[config.mk]
export PLATFORM = sky130hd
export DESIGN_NAME = buffer_with_header_mc_flat
export DESIGN_NICKNAME = d
export VERILOG_FILES = /design/src/rtl/buffer_with_header_mc_pkg.sv /design/src/rtl/buffer_with_header_mc_if.sv /design/src/rtl/buffer_with_header_mc_header_pack_lane.sv /design/src/rtl/buffer_with_header_mc.sv /design/src/flat_wrapper.sv
export SDC_FILE = /design/constraint.sdc
export NUM_CORES = 1
export LEC_CHECK = 0
export CAP_MARGIN = 20
export CORE_ASPECT_RATIO = 1.75
export CORE_MARGIN = 2
export CORE_UTILIZATION = 50
export DETAILED_ROUTE_END_ITERATION = 12
export GPL_TIMING_DRIVEN = 0
export PLACE_DENSITY = 0.78
export SYNTH_ARGS = -nofsm -noshare
export SYNTH_HDL_FRONTEND = slang
export SYNTH_SLANG_ARGS = --single-unit
[constraint.sdc]
create_clock -name clock -period 2.6 [get_ports clock]
set_input_delay 0.65 -clock clock [delete_from_list [all_inputs] [get_ports clock]]
set_output_delay 0.65 -clock clock [all_outputs]
set_load 0.1 [all_outputs]
[src/rtl/buffer_with_header_mc_pkg.sv]
// Shared definitions for the multi-channel header packer: FSM state
// encoding and the derivations of slice width and header length.
package buffer_with_header_mc_pkg;

    typedef enum logic [1:0] {
        ST_IDLE   = 2'd0,
        ST_HEADER = 2'd1,
        ST_BODY   = 2'd2,
        ST_DONE   = 2'd3
    } state_t;

    // Number of spare high-order bits per channel word that carry metadata.
    function automatic int pack_width(int data_width, int data_width_used);
        return data_width - data_width_used;
    endfunction

    // Number of input vectors needed to emit the whole metadata word.
    function automatic int hdr_strobes(int meta_width, int pack_w, int num_chan);
        if (pack_w <= 0 || num_chan <= 0) begin
            return 0;
        end
        return meta_width / (pack_w * num_chan);
    endfunction

    // Legal parameter combination: spare bits exist, 1..4 channels and the
    // metadata splits into a whole number of header vectors.
    function automatic bit cfg_ok(int data_width, int data_width_used,
                                  int meta_width, int num_chan);
        int pw;
        pw = data_width - data_width_used;
        if (data_width_used <= 0 || pw <= 0) begin
            return 1'b0;
        end
        if (num_chan < 1 || num_chan > 4) begin
            return 1'b0;
        end
        if ((meta_width % (pw * num_chan)) != 0) begin
            return 1'b0;
        end
        return (meta_width / (pw * num_chan)) >= 1;
    endfunction

endpackage

[src/rtl/buffer_with_header_mc_if.sv]
// Control, configuration and sample-stream bundle of the header packer.
// The master side drives control and samples; the slave side is the packer.
interface buffer_with_header_mc_if #(
    parameter int DATA_WIDTH  = 16,
    parameter int META_WIDTH  = 128,
    parameter int NUM_CHAN    = 2,
    parameter int COUNT_WIDTH = 16
);
    logic                           enable;
    logic                           init;
    logic [META_WIDTH-1:0]          meta_data;
    logic [COUNT_WIDTH-1:0]         num_samples;
    logic                           sign_ext;
    logic [NUM_CHAN*DATA_WIDTH-1:0] data_in;
    logic                           strobe_in;
    logic [NUM_CHAN*DATA_WIDTH-1:0] data_out;
    logic                           strobe_out;
    logic                           header_active;
    logic                           done;
    logic                           truncated;

    modport master (
        output enable, init, meta_data, num_samples, sign_ext, data_in, strobe_in,
        input  data_out, strobe_out, header_active, done, truncated
    );

    modport slave (
        input  enable, init, meta_data, num_samples, sign_ext, data_in, strobe_in,
        output data_out, strobe_out, header_active, done, truncated
    );
endinterface

[src/rtl/buffer_with_header_mc_header_pack_lane.sv]
// Per-channel word builder: keeps the used sample bits and fills the spare
// high bits with a metadata slice (header) or zero/sign fill (body).
module header_pack_lane
    import buffer_with_header_mc_pkg::*;
#(
    parameter int DATA_WIDTH      = 16,
    parameter int DATA_WIDTH_USED = 12,
    localparam int PACK_WIDTH     = pack_width(DATA_WIDTH, DATA_WIDTH_USED)
) (
    input  logic [PACK_WIDTH-1:0] slice,
    input  logic [DATA_WIDTH-1:0] sample,
    input  logic                  hdr_sel,
    input  logic                  sign_ext,
    output logic [DATA_WIDTH-1:0] word
);

    // Spare-bit fill used once the header has been emitted.
    function automatic logic [PACK_WIDTH-1:0] fill_high(input logic msb,
                                                        input logic ext);
        return ext ? {PACK_WIDTH{msb}} : {PACK_WIDTH{1'b0}};
    endfunction

    // Incoming bits above the used field are discarded by design.
    logic unused_hi;
    assign unused_hi = ^sample[DATA_WIDTH-1:DATA_WIDTH_USED];

    // Assemble the output word: high field selected by header phase.
    always_comb begin
        word = {hdr_sel ? slice : fill_high(sample[DATA_WIDTH_USED-1], sign_ext),
                sample[DATA_WIDTH_USED-1:0]};
    end

endmodule

[src/rtl/buffer_with_header_mc.sv]
// Multi-channel header packer: embeds a latched metadata word in the spare
// high bits of the first HDR_STROBES sample vectors of a burst, then pads
// the high bits with zeros or sign, and stops after a programmed length.
module buffer_with_header_mc
    import buffer_with_header_mc_pkg::*;
#(
    parameter int DATA_WIDTH      = 16,
    parameter int DATA_WIDTH_USED = 12,
    parameter int META_WIDTH      = 128,
    parameter int NUM_CHAN        = 2,
    parameter int COUNT_WIDTH     = 16
) (
    input  logic                  clock,
    input  logic                  reset,
    buffer_with_header_mc_if.slave bus
);

    localparam int PACK_WIDTH  = pack_width(DATA_WIDTH, DATA_WIDTH_USED);
    localparam int HDR_STROBES = hdr_strobes(META_WIDTH, PACK_WIDTH, NUM_CHAN);
    localparam int LANE_SHIFT  = NUM_CHAN * PACK_WIDTH;
    localparam int HCNT_W      = $clog2(HDR_STROBES) + 1;
    localparam logic [HCNT_W-1:0] HDR_LAST = HCNT_W'(HDR_STROBES - 1);

    if (!cfg_ok(DATA_WIDTH, DATA_WIDTH_USED, META_WIDTH, NUM_CHAN)) begin : g_bad_cfg
        $error("buffer_with_header_mc: illegal DATA_WIDTH/DATA_WIDTH_USED/META_WIDTH/NUM_CHAN");
    end

    state_t                         state;
    state_t                         state_nxt;
    logic [META_WIDTH-1:0]          hold_meta;
    logic [COUNT_WIDTH-1:0]         count;
    logic [COUNT_WIDTH-1:0]         count_inc;
    logic [COUNT_WIDTH-1:0]         num_lat;
    logic [HCNT_W-1:0]              hdr_cnt;
    logic                           sign_lat;
    logic                           in_header;
    logic                           accept;
    logic                           last_vec;
    logic                           hdr_last;
    logic [NUM_CHAN*DATA_WIDTH-1:0] lane_word;

    logic [NUM_CHAN*DATA_WIDTH-1:0] data_p1;
    logic                           vld_p1;
    logic                           hdr_p1;
    logic                           done_p1;
    logic                           trunc_p1;
    logic                           vld_nxt;
    logic                           hdr_nxt;
    logic                           done_nxt;
    logic                           trunc_nxt;

    // A strobe is only taken while a burst is running; init wins over it.
    assign in_header = (state == ST_HEADER);
    assign accept    = bus.enable && !bus.init && bus.strobe_in &&
                       (state == ST_HEADER || state == ST_BODY);
    assign count_inc = count + {{(COUNT_WIDTH-1){1'b0}}, 1'b1};
    assign last_vec  = accept && (num_lat != '0) && (count_inc == num_lat);
    assign hdr_last  = (hdr_cnt == HDR_LAST);

    for (genvar c = 0; c < NUM_CHAN; c++) begin : g_lane
        header_pack_lane #(
            .DATA_WIDTH      (DATA_WIDTH),
            .DATA_WIDTH_USED (DATA_WIDTH_USED)
        ) u_lane (
            .slice    (hold_meta[c*PACK_WIDTH +: PACK_WIDTH]),
            .sample   (bus.data_in[c*DATA_WIDTH +: DATA_WIDTH]),
            .hdr_sel  (in_header),
            .sign_ext (sign_lat),
            .word     (lane_word[c*DATA_WIDTH +: DATA_WIDTH])
        );
    end

    // State register.
    always_ff @(posedge clock) begin
        if (reset) begin
            state <= ST_IDLE;
        end else begin
            state <= state_nxt;
        end
    end

    // Next state: enable freezes, init restarts, accepted strobes advance.
    always_comb begin
        state_nxt = state;
        if (!bus.enable) begin
            state_nxt = state;
        end else if (bus.init) begin
            state_nxt = ST_HEADER;
        end else if (accept) begin
            if (last_vec) begin
                state_nxt = ST_DONE;
            end else if (in_header && hdr_last) begin
                state_nxt = ST_BODY;
            end
        end
    end

    // Output decode for the registered status flags.
    always_comb begin
        vld_nxt   = accept;
        hdr_nxt   = accept && in_header;
        done_nxt  = last_vec;
        trunc_nxt = bus.enable && bus.init && in_header;
    end

    // Stage p1: output registers, metadata shifter and burst counters.
    always_ff @(posedge clock) begin
        if (reset) begin
            data_p1   <= '0;
            vld_p1    <= 1'b0;
            hdr_p1    <= 1'b0;
            done_p1   <= 1'b0;
            trunc_p1  <= 1'b0;
            hold_meta <= '0;
            count     <= '0;
            hdr_cnt   <= '0;
            num_lat   <= '0;
            sign_lat  <= 1'b0;
        end else begin
            vld_p1   <= vld_nxt;
            hdr_p1   <= hdr_nxt;
            done_p1  <= done_nxt;
            trunc_p1 <= trunc_nxt;
            if (accept) begin
                data_p1 <= lane_word;
            end
            if (bus.enable) begin
                if (bus.init) begin
                    hold_meta <= bus.meta_data;
                    count     <= '0;
                    hdr_cnt   <= '0;
                    num_lat   <= bus.num_samples;
                    sign_lat  <= bus.sign_ext;
                end else if (accept) begin
                    count <= count_inc;
                    if (in_header) begin
                        hold_meta <= hold_meta >> LANE_SHIFT;
                        hdr_cnt   <= hdr_cnt + 1'b1;
                    end
                end
            end
        end
    end

    assign bus.data_out      = data_p1;
    assign bus.strobe_out    = vld_p1;
    assign bus.header_active = hdr_p1;
    assign bus.done          = done_p1;
    assign bus.truncated     = trunc_p1;

endmodule

[src/flat_wrapper.sv]
// flat-port wrapper written by rule: the top's interface ports become plain ports
module buffer_with_header_mc_flat import buffer_with_header_mc_pkg::*;
#(
    parameter int DATA_WIDTH      = 16,
    parameter int DATA_WIDTH_USED = 12,
    parameter int META_WIDTH      = 128,
    parameter int NUM_CHAN        = 2,
    parameter int COUNT_WIDTH     = 16
)
  (clock, reset, bus_enable, bus_init, bus_meta_data, bus_num_samples, bus_sign_ext, bus_data_in, bus_strobe_in, bus_data_out, bus_strobe_out, bus_header_active, bus_done, bus_truncated);
  buffer_with_header_mc_if #(.DATA_WIDTH(DATA_WIDTH), .META_WIDTH(META_WIDTH), .NUM_CHAN(NUM_CHAN), .COUNT_WIDTH(COUNT_WIDTH)) bus_i ();
  input  logic clock;
  input  logic reset;
  input wire logic [$bits(bus_i.enable)-1:0] bus_enable;
  input wire logic [$bits(bus_i.init)-1:0] bus_init;
  input wire logic [$bits(bus_i.meta_data)-1:0] bus_meta_data;
  input wire logic [$bits(bus_i.num_samples)-1:0] bus_num_samples;
  input wire logic [$bits(bus_i.sign_ext)-1:0] bus_sign_ext;
  input wire logic [$bits(bus_i.data_in)-1:0] bus_data_in;
  input wire logic [$bits(bus_i.strobe_in)-1:0] bus_strobe_in;
  output wire logic [$bits(bus_i.data_out)-1:0] bus_data_out;
  output wire logic [$bits(bus_i.strobe_out)-1:0] bus_strobe_out;
  output wire logic [$bits(bus_i.header_active)-1:0] bus_header_active;
  output wire logic [$bits(bus_i.done)-1:0] bus_done;
  output wire logic [$bits(bus_i.truncated)-1:0] bus_truncated;
  assign bus_i.enable = bus_enable;
  assign bus_i.init = bus_init;
  assign bus_i.meta_data = bus_meta_data;
  assign bus_i.num_samples = bus_num_samples;
  assign bus_i.sign_ext = bus_sign_ext;
  assign bus_i.data_in = bus_data_in;
  assign bus_i.strobe_in = bus_strobe_in;
  assign bus_data_out = bus_i.data_out;
  assign bus_strobe_out = bus_i.strobe_out;
  assign bus_header_active = bus_i.header_active;
  assign bus_done = bus_i.done;
  assign bus_truncated = bus_i.truncated;
  buffer_with_header_mc #(.DATA_WIDTH(DATA_WIDTH), .DATA_WIDTH_USED(DATA_WIDTH_USED), .META_WIDTH(META_WIDTH), .NUM_CHAN(NUM_CHAN), .COUNT_WIDTH(COUNT_WIDTH)) u_core (.clock(clock), .reset(reset), .bus(bus_i));
endmodule
-- After elaboration in Yosys (flattened, before gate mapping)
Index checks and enable logic that the tools add are counted.
- register bits after elaboration: 204
- output and inout port bits: 36
- logic and storage cells: 52
- $add $sub $neg: 2
- eq/ne operators: 4
- multiplexer cells: 16
- reductions and logical operators: 19
- operators by type and width (cell ; number):
    $mux W128 ; 3
    $mux W16 ; 2
    $add A16 B1 Y16 const B ; 1
    $eq A16 B16 Y1 ; 1
    $mux W4 ; 4
    $reduce_bool A16 Y1 ; 1
    $mux W5 ; 3
    $logic_and A1 B1 Y1 ; 9
    $mux W2 ; 4
    $reduce_and A3 Y1 ; 2
    $add A5 B1 Y5 const B ; 1
    $eq A5 B4 Y1 const B ; 1
    $reduce_and A2 Y1 ; 2
    $reduce_bool A2 Y1 ; 2
    $reduce_bool A3 Y1 ; 1
    $eq A2 B1 Y1 const B ; 1
    $eq A2 B2 Y1 const B ; 1
    $logic_not A1 Y1 ; 1
    $logic_or A1 B1 Y1 ; 1

-- Logic depth before layout (Yosys ltp)
Gate-level depths: netlist of run 1.
- depth after elaboration: 9
- depth in mapped cells: 9

-- By module
A second synthesis of run 1 with hierarchy kept.
- cell total of the unflattened synthesis: 1036
- area, all modules: 9103.7 sq um
- modules (own cells, without submodules) (module ; instances ; cells an instance ; area an instance (sq um) ; sequential area each (sq um)):
    buffer_with_header_mc ; 1 ; 994 ; 8823.5 ; 4083.9
    header_pack_lane ; 2 ; 21 ; 140.1 ; 0.0

-- Least setup slack after synthesis of run 1
No wires, ideal clock.
- kind: input to register
- start: input port bus_init
- end: register u_core.hold_meta[100]
- setup time: 0.086 ns
- arrival: 2.066 ns
- setup slack: 0.449 ns
- stages on the path: 8
- cell sequence: clkbuf_1 -> and4bb_1 -> nand2_1 -> nand2_1 -> buf_2 -> buf_1 -> nor2_1 -> a211oi_1
- cells in the longest elaborated chain, start to end: 6
- elaborated cells between the ends (all ways): 8
- those cells by class: mux: 1; reduce/logical: 7
- RTL lines (what ; line ; text):
    start, declared ; flat_wrapper.sv:15 ; input wire logic [$bits(bus_i.init)-1:0] bus_init;
    $logic_not A1 Y1 ; buffer_with_header_mc.sv:54 ; assign accept = bus.enable && !bus.init && bus.strobe_in &&
    $logic_and A1 B1 Y1 (3 in series) ; buffer_with_header_mc.sv:54 ;
    $reduce_bool A2 Y1 (no source line) ; -- ;
    $reduce_and A3 Y1 (no source line) ; -- ;
    end signal, assigned ; buffer_with_header_mc.sv:129 ; hold_meta <= bus.meta_data;
    end signal, assigned ; buffer_with_header_mc.sv:137 ; hold_meta <= hold_meta >> LANE_SHIFT;
    end, declared ; buffer_with_header_mc.sv:30 ; logic [META_WIDTH-1:0] hold_meta;
Several ways; a longest one is shown, not always the timed one.
A chain may end at the register's enable or synchronous reset.

-- Final worst setup path of run 1
- start: register u_core.count[0]
- end: register u_core.state[1]
- cells in the longest elaborated chain, start to end: 6
- elaborated cells between the ends (all ways): 8
- those cells by class: add/sub: 1; eq/ne: 1; mux: 3; reduce/logical: 3
- RTL lines (what ; line ; text):
    start, declared ; buffer_with_header_mc.sv:31 ; logic [COUNT_WIDTH-1:0] count;
    start signal, assigned ; buffer_with_header_mc.sv:135 ; count <= count_inc;
    $add A16 B1 Y16 * ; buffer_with_header_mc.sv:56 ; assign count_inc = count + {{(COUNT_WIDTH-1){1'b0}}, 1'b1};
    $eq A16 B16 Y1 * ; buffer_with_header_mc.sv:57 ; assign last_vec = accept && (num_lat != '0) && (count_inc == num_lat);
    $logic_and A1 B1 Y1 * ; buffer_with_header_mc.sv:57 ;
    $mux W2 ; buffer_with_header_mc.sv:90 ; if (last_vec) begin
    $mux W2 ; buffer_with_header_mc.sv:89 ; end else if (accept) begin
    $mux W2 ; buffer_with_header_mc.sv:87 ; end else if (bus.init) begin
    end signal, assigned ; buffer_with_header_mc.sv:78 ; state <= state_nxt;
    end, declared ; buffer_with_header_mc.sv:28 ; state_t state;
Mark *: on every way between the ends. The rest lies on a longest branch, timed or not. The select of a mux whose other input is x is not followed.

==> impl_metrics.yaml, run 1 <==
routing:
  drtIter0Drc: 264
  dr.pass1.iters: 6
  viasPerCell: 5.51
  route.detailed.drc: 0
  via_count: 8119
  ant_nets: 0
  wirelength_mm: 25.3
  routedWlPerCell_um: 17.2
min_path:
  min_from: "u_core.bus.data_out[3]"
  hold_depth: 2
  min_path_type: "reg -> reg"
  worstHoldEndpoint: "u_core.bus.data_out[3]"
setup_path:
  cpMaxStageDelayCell: "dfxtp_1"
  r2r_start: "u_core.count[0]"
  path_cells: "ha_2 -> nand3_4 -> nor4_4 -> xnor2_1 -> a211oi_2 -> nand4_1 -> a2111oi_2"
  worstPathMaxFanout: 7
  r2r_setup_slack_ns: 0.20
  worstRegToRegCells: 7
  r2r-end: "u_core.state[1]"
  worstPathArrival_ns: 2.78
  max_stage_delay_ns: 0.48
  critical_path_depth: 7
  cpLargestDelayFamily: "simple AND/OR/NAND/NOR gates"
  end_kind: "flip-flop"
  cp-start-kind: "flip-flop"
  critical_path_class: "reg -> reg"
  cp.required_ns: 2.98
  path_buf_inv: 0
sta:
  tightest_slew_ns: 1.00
  setup_viol: 0
  grt_setup_unrepaired: "no"
  slew_headroom: 0.335
  period_needed_ns: 2.40
  hold_viol: 0
  fin_crit_sh: 0.923
  fin_ws_ns: 0.200
  fmax_mhz: 417
  skew_ns: 0.0109
  slew_violations: 0
grt:
  first_global_vias: 8312
  grtUsageTotal: 0.261
  overflow: 0
  antenna_found_initial: 0
  grt_max_degree: 15
  grt_first_pass_wirelength_mm: 40.6
synth:
  synth_ff_type: "dfxtp_1"
  synth-seq-cells: 204
  synthTopCellsByArea: "dfxtp_1, mux2i_1, a211oi_1"
  synth_edf_count: 0
  syn_area_per_cell_um2: 8.91
  yosysSeqAreaShare: 0.458
  postSynthCellCount: 1002
  syn_nets: 1188
  syn_area_um2: 8920
  async_flop_share: 0
  synth_top_area_frac: 0.458
  ys_warn_count: 0
  synth_top_area_cell: "dfxtp_1"
  yosysUniqueCellTypes: 47
clocking:
  cts_sinks: 204
  numCtsBuffers: 20
  clock_path_buffers: 3
  cts_root_buffer: "clkbuf_16"
  cts_tree: "done"
  clkTransAtPathRegs_ns: 0.06
  clk_latency_ns: 0.49
  cts_max_level: 1
  hold_buffers: 0
final_layout:
  drive_gt1_frac: 0.0459
  diodes: 0
  finalNetCount: 1417
  multi_input_area_um2: 4490
  stdcell_count: 1473
  regArea_um2: 4080
  utilization: 0.681
  fillers: 1478
  area_delta_synth_final_pct: 33.1
die:
  die_height_um: 181
  num_rows: 64
  dieArea_um2: 19000
  core-area_um2: 17500
  io_pins: 218
  die_w_um: 105
  initial_core_util: 0.511
run:
  timing.max_cap.violations: 0
power:
  p_leak_nw: 4.65
  ir_worst_vdd_uv: 643
  power.total_w: 0.00704
  power_density_nw_per_um2: 592
placement:
  pre_cts_ws_ns: -0.449
  gp_congestion: 0.897
  dpl.hpwl_mm: 19.6
  placedCellCount: 1440
  io_buffer_count: 207
outcome:
  status: "finished, final reports clean"
per-layer routing:
metal  vias to the layer above  wire, um  global-route usage
met4                         0       995               0.114
met2                       241     14100               0.517
met1                      3802      8760               0.256
li1                       4015         -                   -
met3                        61      1480              0.0505
met5                         -         0                   0
stage by stage:
step | setup TNS (ns) | area [um2] | hold slack, ns
3_5_place_dp | -47.67 | 11300 | 0.447
4_1_cts | 0 | 11900 | 0.455
6_report | 0 | 11900 | 0.452
3_3_place_gp | -44.59 | 11300 | 0.437
2_1_floorplan | 0 | 8920 | 0.425
5_1_grt | 0 | 11900 | 0.474
power breakdown:
part           internal (W)  switching, W
Combinational      0.000467      0.000431
Clock               0.00156       0.00122
Sequential          0.00327     0.0000825
Total               0.00530       0.00173
worst max-delay path by stage:
stage,start,end,slack (ns)
CTS,u_core.bus.truncated,bus_truncated,0.003
global placement,bus_enable,u_core.hold_meta[47],-0.41
global route,u_core.count[0],u_core.state[1],0.04
floorplan,bus_init,u_core.hold_meta[100],0.45
finish,u_core.count[0],u_core.state[1],0.20
detailed placement,bus_enable,u_core.hold_meta[108],-0.45
synthesized netlist by cell type, types with 10 or more instances:
library cell and instances:
a211oi_1 121, a21oi_1 61, a31oi_1 10, buf_2 10
clkbuf_1 74, dfxtp_1 204, mux2i_1 120, nand2_1 107
nand3_1 17, nor2_1 153, o21ai_0 12, xnor2_1 18
placed cells by master, fill, tap and decap left out, types with 2 or more instances in the layout:
| cell | instances |
|---|---|
| clkbuf_16 | 20 |
| nand3_1 | 17 |
| nand4_1 | 5 |
| clkinv_2 | 4 |
| mux2i_1 | 120 |
| xnor2_1 | 18 |
| nor3_1 | 9 |
| clkbuf_8 | 5 |
| ha_1 | 3 |
| nor4_1 | 7 |
| nor2_1 | 153 |
| nand4_2 | 2 |
| a22oi_1 | 9 |
| and4_1 | 3 |
| o21ai_0 | 12 |
| clkdlybuf4s50_1 | 171 |
| nor4_4 | 2 |
| o21ai_1 | 3 |
| buf_1 | 6 |
| clkbuf_2 | 6 |
| nor3b_1 | 3 |
| inv_1 | 3 |
| nand3b_1 | 4 |
| dlygate4sd2_1 | 35 |
| a21oi_1 | 61 |
| a31oi_1 | 10 |
| clkbuf_1 | 69 |
| buf_2 | 10 |
| nand2_1 | 106 |
| and2_1 | 4 |
| and3_1 | 3 |
| xor2_1 | 9 |
| a311oi_1 | 2 |
| a211oi_1 | 121 |
| dfxtp_1 | 204 |
cell type report:
type,instances,share of cell area
well taps,231,0.0243
multi-input cells,706,0.378
flip-flops and latches,204,0.344
clock inverters,6,0.00400
plain buffers,89,0.0298
clock buffers,27,0.0486
repair buffers,207,0.171
inverters,3,0.000948
kinds of logic (layout without fill, tap and decap cells):
family | after synthesis | in the layout | share of synthesized area
AND/OR/NAND/NOR | 327 | 327 | 0.164
AO/OA/AOI/OAI | 228 | 228 | 0.171
flip-flops | 204 | 204 | 0.458
multiplexers | 120 | 120 | 0.135
buffers and inverters | 92 | 332 | 0.0401
XOR/XNOR | 27 | 27 | 0.0265
adder cells (fa/ha/maj) | 4 | 4 | 0.00561
what timing repair did:
action | CTS | global route
resized for setup | 37 | 12
setup endpoints to repair | 40 | 75
setup buffers | 0 | 0
state kept, by name, indices dropped and copies added (netlist names):
signal                    cells
u_core.bus.data_out          32
u_core.bus.done               1
u_core.bus.header_active      1
u_core.bus.strobe_out         1
u_core.bus.truncated          1
u_core.count                 16
u_core.hdr_cnt                5
u_core.hold_meta            128
u_core.num_lat               16
u_core.sign_lat               1
u_core.state                  2
tightest hold or removal path, stage by stage (launching register included):
cell and delay, ns:
dfxtp_1 0.30, nand2_1 0.05, a21oi_1 0.05
Power figures use the tool's default switching activity.
==> run 2: changes to the inputs <==
SETUP_SLACK_MARGIN = 0.4   (was unset)
==> run 2 against run 1 <==
  * Routed wire length grew 1.2%
  * Combinational power increased by 1%
  * Worst hold slack gained 0.0011 ns
  * Design area rose by 2.2%
  * Global-route usage increased by 0.20 points
  * First-iteration DRC count down 1.5%
  * Fmax increased by 7.6%
  * Sequential power is essentially flat
  * Largest cell class unchanged
==> impl_metrics.yaml, run 2 (same netlist as run 1, synthesis figures left out) <==
outcome:
  status: "finished, final reports clean"
final_layout:
  diodes: 0
  area_delta_synth_final_pct: 36.1
  final_area_um2: 12100
  layout_common_cells: "dfxtp_1, clkdlybuf4s50_1, nor2_1"
  top_register: "u_core.hold_meta"
  drive_gt1_frac: 0.104
  finalNetCount: 1426
  largest_reg_flops: 128
  final_common_cell: "dfxtp_1"
  utilization: 0.696
min_path:
  min_path_type: "reg -> reg"
placement:
  dpl.hpwl_mm: 19.6
  gp_congestion: 0.897
  io_buffer_count: 207
  placed_area_um2: 11300
  pre_cts_ws_ns: -0.449
setup_path:
  cpMaxStageDelayCell: "clkbuf_1"
  r2r_setup_slack_ns: 0.46
  startpoint: "bus_init"
  worstPathMaxFanout: 10
  crit_end: "u_core.hold_meta[78]"
  max_stage_delay_ns: 0.60
  critical_path_class: "in -> reg"
  worstRegToRegCells: 8
  cp_common_cell: "clkbuf_1"
  end_kind: "flip-flop"
  r2r-end: "u_core.state[1]"
  path_cells: "clkbuf_1 -> clkbuf_1 -> clkbuf_1 -> mux2i_1 -> a211oi_1"
  worstPathArrival_ns: 2.59
  r2r_start: "u_core.state[1]"
  cp.required_ns: 2.96
  cp-start-kind: "input port"
grt:
  grt_first_pass_wirelength_mm: 41.0
  overflow: 0
  antenna_found_initial: 0
  grtUsageTotal: 0.263
  grt_max_degree: 15
  first_global_vias: 8427
clocking:
  clkTransAtPathRegs_ns: 0.06
  cts_sinks: 204
  hold_buffers: 0
  clock_path_buffers: 3
  cts_tree: "done"
  cts_root_buffer: "clkbuf_16"
  numCtsBuffers: 20
  cts_max_level: 1
  clk_latency_ns: 0.50
die:
  dieArea_um2: 19000
  core-area_um2: 17500
  initial_core_util: 0.511
  die_w_um: 105
  io_pins: 218
  num_rows: 64
  die_height_um: 181
sta:
  grt_setup_unrepaired: "yes"
  hold_viol: 0
  holdWs_ns: 0.453
  fin_ws_ns: 0.371
  fmax_mhz: 449
  tightest_slew_ns: 0.749
  slew_headroom: 0.500
  slew_violations: 0
  setup_viol: 0
  period_needed_ns: 2.23
  skew_ns: 0.0122
  fin_crit_sh: 0.857
power:
  p_leak_nw: 4.59
  power_density_nw_per_um2: 580
  power.total_w: 0.00704
  ir_worst_vdd_uv: 643
routing:
  dr.pass1.iters: 5
  route.detailed.drc: 0
  routedWlPerCell_um: 17.3
  wirelength_mm: 25.6
  via_count: 8165
  drtIter0Drc: 260
  ant_nets: 0
  viasPerCell: 5.51
run:
  timing.max_cap.violations: 0
[run 2: what timing repair did]
action                                  4_1_cts  5_1_grt
resized for setup                           145       20
endpoints found under the setup margin      182       67
buffers inserted                              6        3
pin swaps                                     9        7
[run 2: critical path, delay by kind of cell]
family	cells	cell delay, ns
buffers and inverters	3	1.39
AOI/OAI and AO/OA	1	0.13
muxes	1	0.42
[run 2: worst min path at each step]
stage	startpoint	endpoint	slack (ns)	depth (start not counted)
floorplan	u_core.hdr_cnt[4]	u_core.hdr_cnt[4]	0.43	2
global placement	u_core.hdr_cnt[4]	u_core.hdr_cnt[4]	0.44	2
detailed placement	u_core.sign_lat	u_core.sign_lat	0.45	2
CTS	u_core.sign_lat	u_core.sign_lat	0.46	2
global route	u_core.bus.data_out[18]	u_core.bus.data_out[18]	0.48	2
finish	u_core.bus.data_out[3]	u_core.bus.data_out[3]	0.45	2
[run 2: stage by stage]
step                      instances  TNS [ns]
after floorplan                1002         0
after global placement         1440    -44.59
after detailed placement       1440    -47.67
after CTS                      1479         0
after global routing           1482         0
final                          1482         0
[run 2: area by class of cell]
| type | instances | area (um2) |
|---|---|---|
| Multi-Input combinational cell | 706 | 4550 |
| Buffer | 89 | 394 |
| Tap cell | 231 | 289 |
| Fill cell | 1425 | 5310 |
| Timing Repair Buffer | 216 | 2180 |
| Sequential cell | 204 | 4100 |
| Inverter | 3 | 11.3 |
| Clock inverter | 6 | 47.5 |
| Clock buffer | 27 | 577 |
[run 2: report_power, final]
group	internal, W	total [W]	switching [W]	leakage [nW]
sequential	0.00327	0.00335	0.0000833	1.67
clock	0.00156	0.00278	0.00122	0.313
combinational	0.000473	0.000907	0.000434	2.60
[run 2: routing by layer]
metal  global-route usage  up-vias  share of wire
met5                    0        -              0
met4                0.125        0          0.042
met3               0.0538       66          0.061
met2                0.519      243           0.55
met1                0.254     3818           0.34
li1                     -     4038              -
==> run 3: changes to the inputs <==
CORE_ASPECT_RATIO = 0.9   (was 1.75)
==> run 3 against run 2 <==
  * Worst hold slack barely moved
  * Clock-buffer cell count grew 4
  * Design area up 1.6%
  * First-iteration DRC count up 110%
  * Register-to-register slack about the same
  * Total power up 3.6%
  * Critical path type unchanged
  * Clock power is 8.6% higher
  * Die area decreased by 0.21%
  * Critical path depth unchanged
==> impl_metrics.yaml, run 3 (same netlist as run 1, synthesis figures left out) <==
final_layout:
  fillers: 1338
  finalNetCount: 1433
  drive_gt1_frac: 0.117
  layout_common_cells: "dfxtp_1, clkdlybuf4s50_1, nor2_1"
  area_delta_synth_final_pct: 38.3
  utilization: 0.703
  final_area_um2: 12300
  top_register: "u_core.hold_meta"
  final_common_cell: "dfxtp_1"
  diodes: 0
  largest_reg_flops: 128
sta:
  finalSetupTns_ns: 0
  slew_headroom: 0.484
  fin_ws_ns: 0.397
  grt_setup_unrepaired: "yes"
  slew_violations: 0
  fin_crit_sh: 0.847
  hold_viol: 0
  fmax_mhz: 454
  tightest_slew_ns: 0.774
  skew_ns: 0.0185
  setup_viol: 0
  period_needed_ns: 2.20
die:
  core-area_um2: 17600
  initial_core_util: 0.508
  dieArea_um2: 18900
  io_pins: 218
  die_height_um: 131
  die_w_um: 145
  num_rows: 46
placement:
  pre_cts_ws_ns: -0.578
  gp_congestion: 0.943
  io_buffer_count: 207
  dpl.hpwl_mm: 18.4
  placed_area_um2: 11300
grt:
  antenna_found_initial: 0
  grt_max_degree: 15
  grt_first_pass_wirelength_mm: 39.3
  grtUsageTotal: 0.258
  first_global_vias: 7901
  overflow: 0
power:
  seqPwrFrac: 0.461
  power_frac_clock: 0.415
  p_leak_nw: 4.69
  power_density_nw_per_um2: 591
  pwr-share-comb: 0.125
  swShare: 0.235
  p_int_w: 0.00558
  ir_worst_vdd_uv: 420
  switchingPower_w: 0.00172
setup_path:
  worstPathArrival_ns: 2.59
  cp-start-kind: "input port"
  worstRegToRegCells: 8
  r2r_setup_slack_ns: 0.47
  worstPathMaxFanout: 10
  end_kind: "flip-flop"
  critical_path_class: "in -> reg"
  r2r-end: "u_core.state[0]"
  r2r_start: "u_core.count[5]"
  cp.required_ns: 2.99
clocking:
  clock_path_buffers: 3
  hold_buffers: 0
  clk_latency_ns: 0.49
  cts_max_level: 1
  cts_tree: "done"
  cts_sinks: 204
  cts_root_buffer: "clkbuf_16"
  clkTransAtPathRegs_ns: 0.06
  numCtsBuffers: 21
routing:
  viasPerCell: 5.50
  routedWlPerCell_um: 16.7
  route.detailed.drc: 0
  via_count: 8252
  drtIter0Drc: 541
  dr.pass1.iters: 5
  ant_nets: 0
  wirelength_mm: 25.1
min_path:
  min_path_type: "reg -> reg"
  hold_depth: 2
  min_from: "u_core.hdr_cnt[4]"
  worstHoldEndpoint: "u_core.hdr_cnt[4]"
outcome:
  status: "finished, final reports clean"
run:
  timing.max_cap.violations: 0
[run 3: changes by cell type in the layout (fill, tap and decap cells not counted), moves of 2 or more]
| cell | before | now |
|---|---|---|
| buf_4 | 12 | 16 |
| buf_6 | 0 | 5 |
| clkinv_2 | 4 | 2 |
| clkinvlp_4 | 0 | 2 |
| clkbuf_2 | 21 | 23 |
| clkbuf_1 | 55 | 50 |
| bufinv_16 | 0 | 2 |
| clkbuf_4 | 5 | 8 |
[run 3: routing by layer]
layer / GRT usage / vias to the layer above / wire, um
li1: - / 4073 / -
met5: 0 / - / 0
met3: 0.0426 / 44 / 1620
met1: 0.352 / 3881 / 11300
met2: 0.426 / 254 / 11600
met4: 0.0691 / 0 / 591
[run 3: worst max-delay path, stage by stage]
cell	delay [ns]
clkbuf_1	0.34
clkbuf_1	0.51
buf_1	0.64
mux2i_1	0.17
a211oi_1	0.26
[run 3: area by class of cell]
type	instances	area, um2	area share
multi-input combinational	706	4570	0.370
sequential	204	4100	0.332
timing repair buffer	222	2240	0.181
clock buffer	31	613	0.0497
buffer	89	434	0.0352
tap	240	300	0.0243
clock inverter	6	85.1	0.00689
inverter	3	11.3	0.000912
[run 3: per-stage QoR]
| step | hold WS [ns] | total power [W] | std cells |
|---|---|---|---|
| after CTS | 0.455 | 0.00733 | 1486 |
| final | 0.453 | 0.00730 | 1501 |
| after global routing | 0.478 | 0.00757 | 1501 |
| after global placement | 0.435 | 0.00430 | 1449 |
| after detailed placement | 0.442 | 0.00432 | 1449 |
| after floorplan | 0.425 | 0.00389 | 1002 |
[run 3: worst max-delay path by stage]
stage | to | slack, ns | cells past startpoint | from
after floorplan | u_core.hold_meta[100] | 0.45 | 8 | bus_init
after global placement | u_core.hold_meta[37] | -0.54 | 7 | bus_enable
after detailed placement | u_core.hold_meta[57] | -0.58 | 7 | bus_enable
after CTS | u_core.hold_meta[107] | 0.35 | 9 | u_core.state[1]
after global routing | u_core.hold_meta[79] | 0.25 | 5 | bus_init
final | u_core.hold_meta[107] | 0.40 | 5 | bus_init
[run 3: what timing repair did]
item	CTS	global route
endpoints found under the hold margin	0	0
resized for setup	145	46
pin swaps	0	14
setup buffers	0	15
setup endpoints to repair	209	159
[run 3: power by group through the flow]
stage               sequential (W)  combinational [W]  clock (W)
floorplan                  0.00342           0.000475          0
global placement           0.00342           0.000877          0
detailed placement         0.00343           0.000890          0
CTS                        0.00336           0.000904    0.00307
global route               0.00337           0.000998    0.00320
finish                     0.00336           0.000911    0.00302
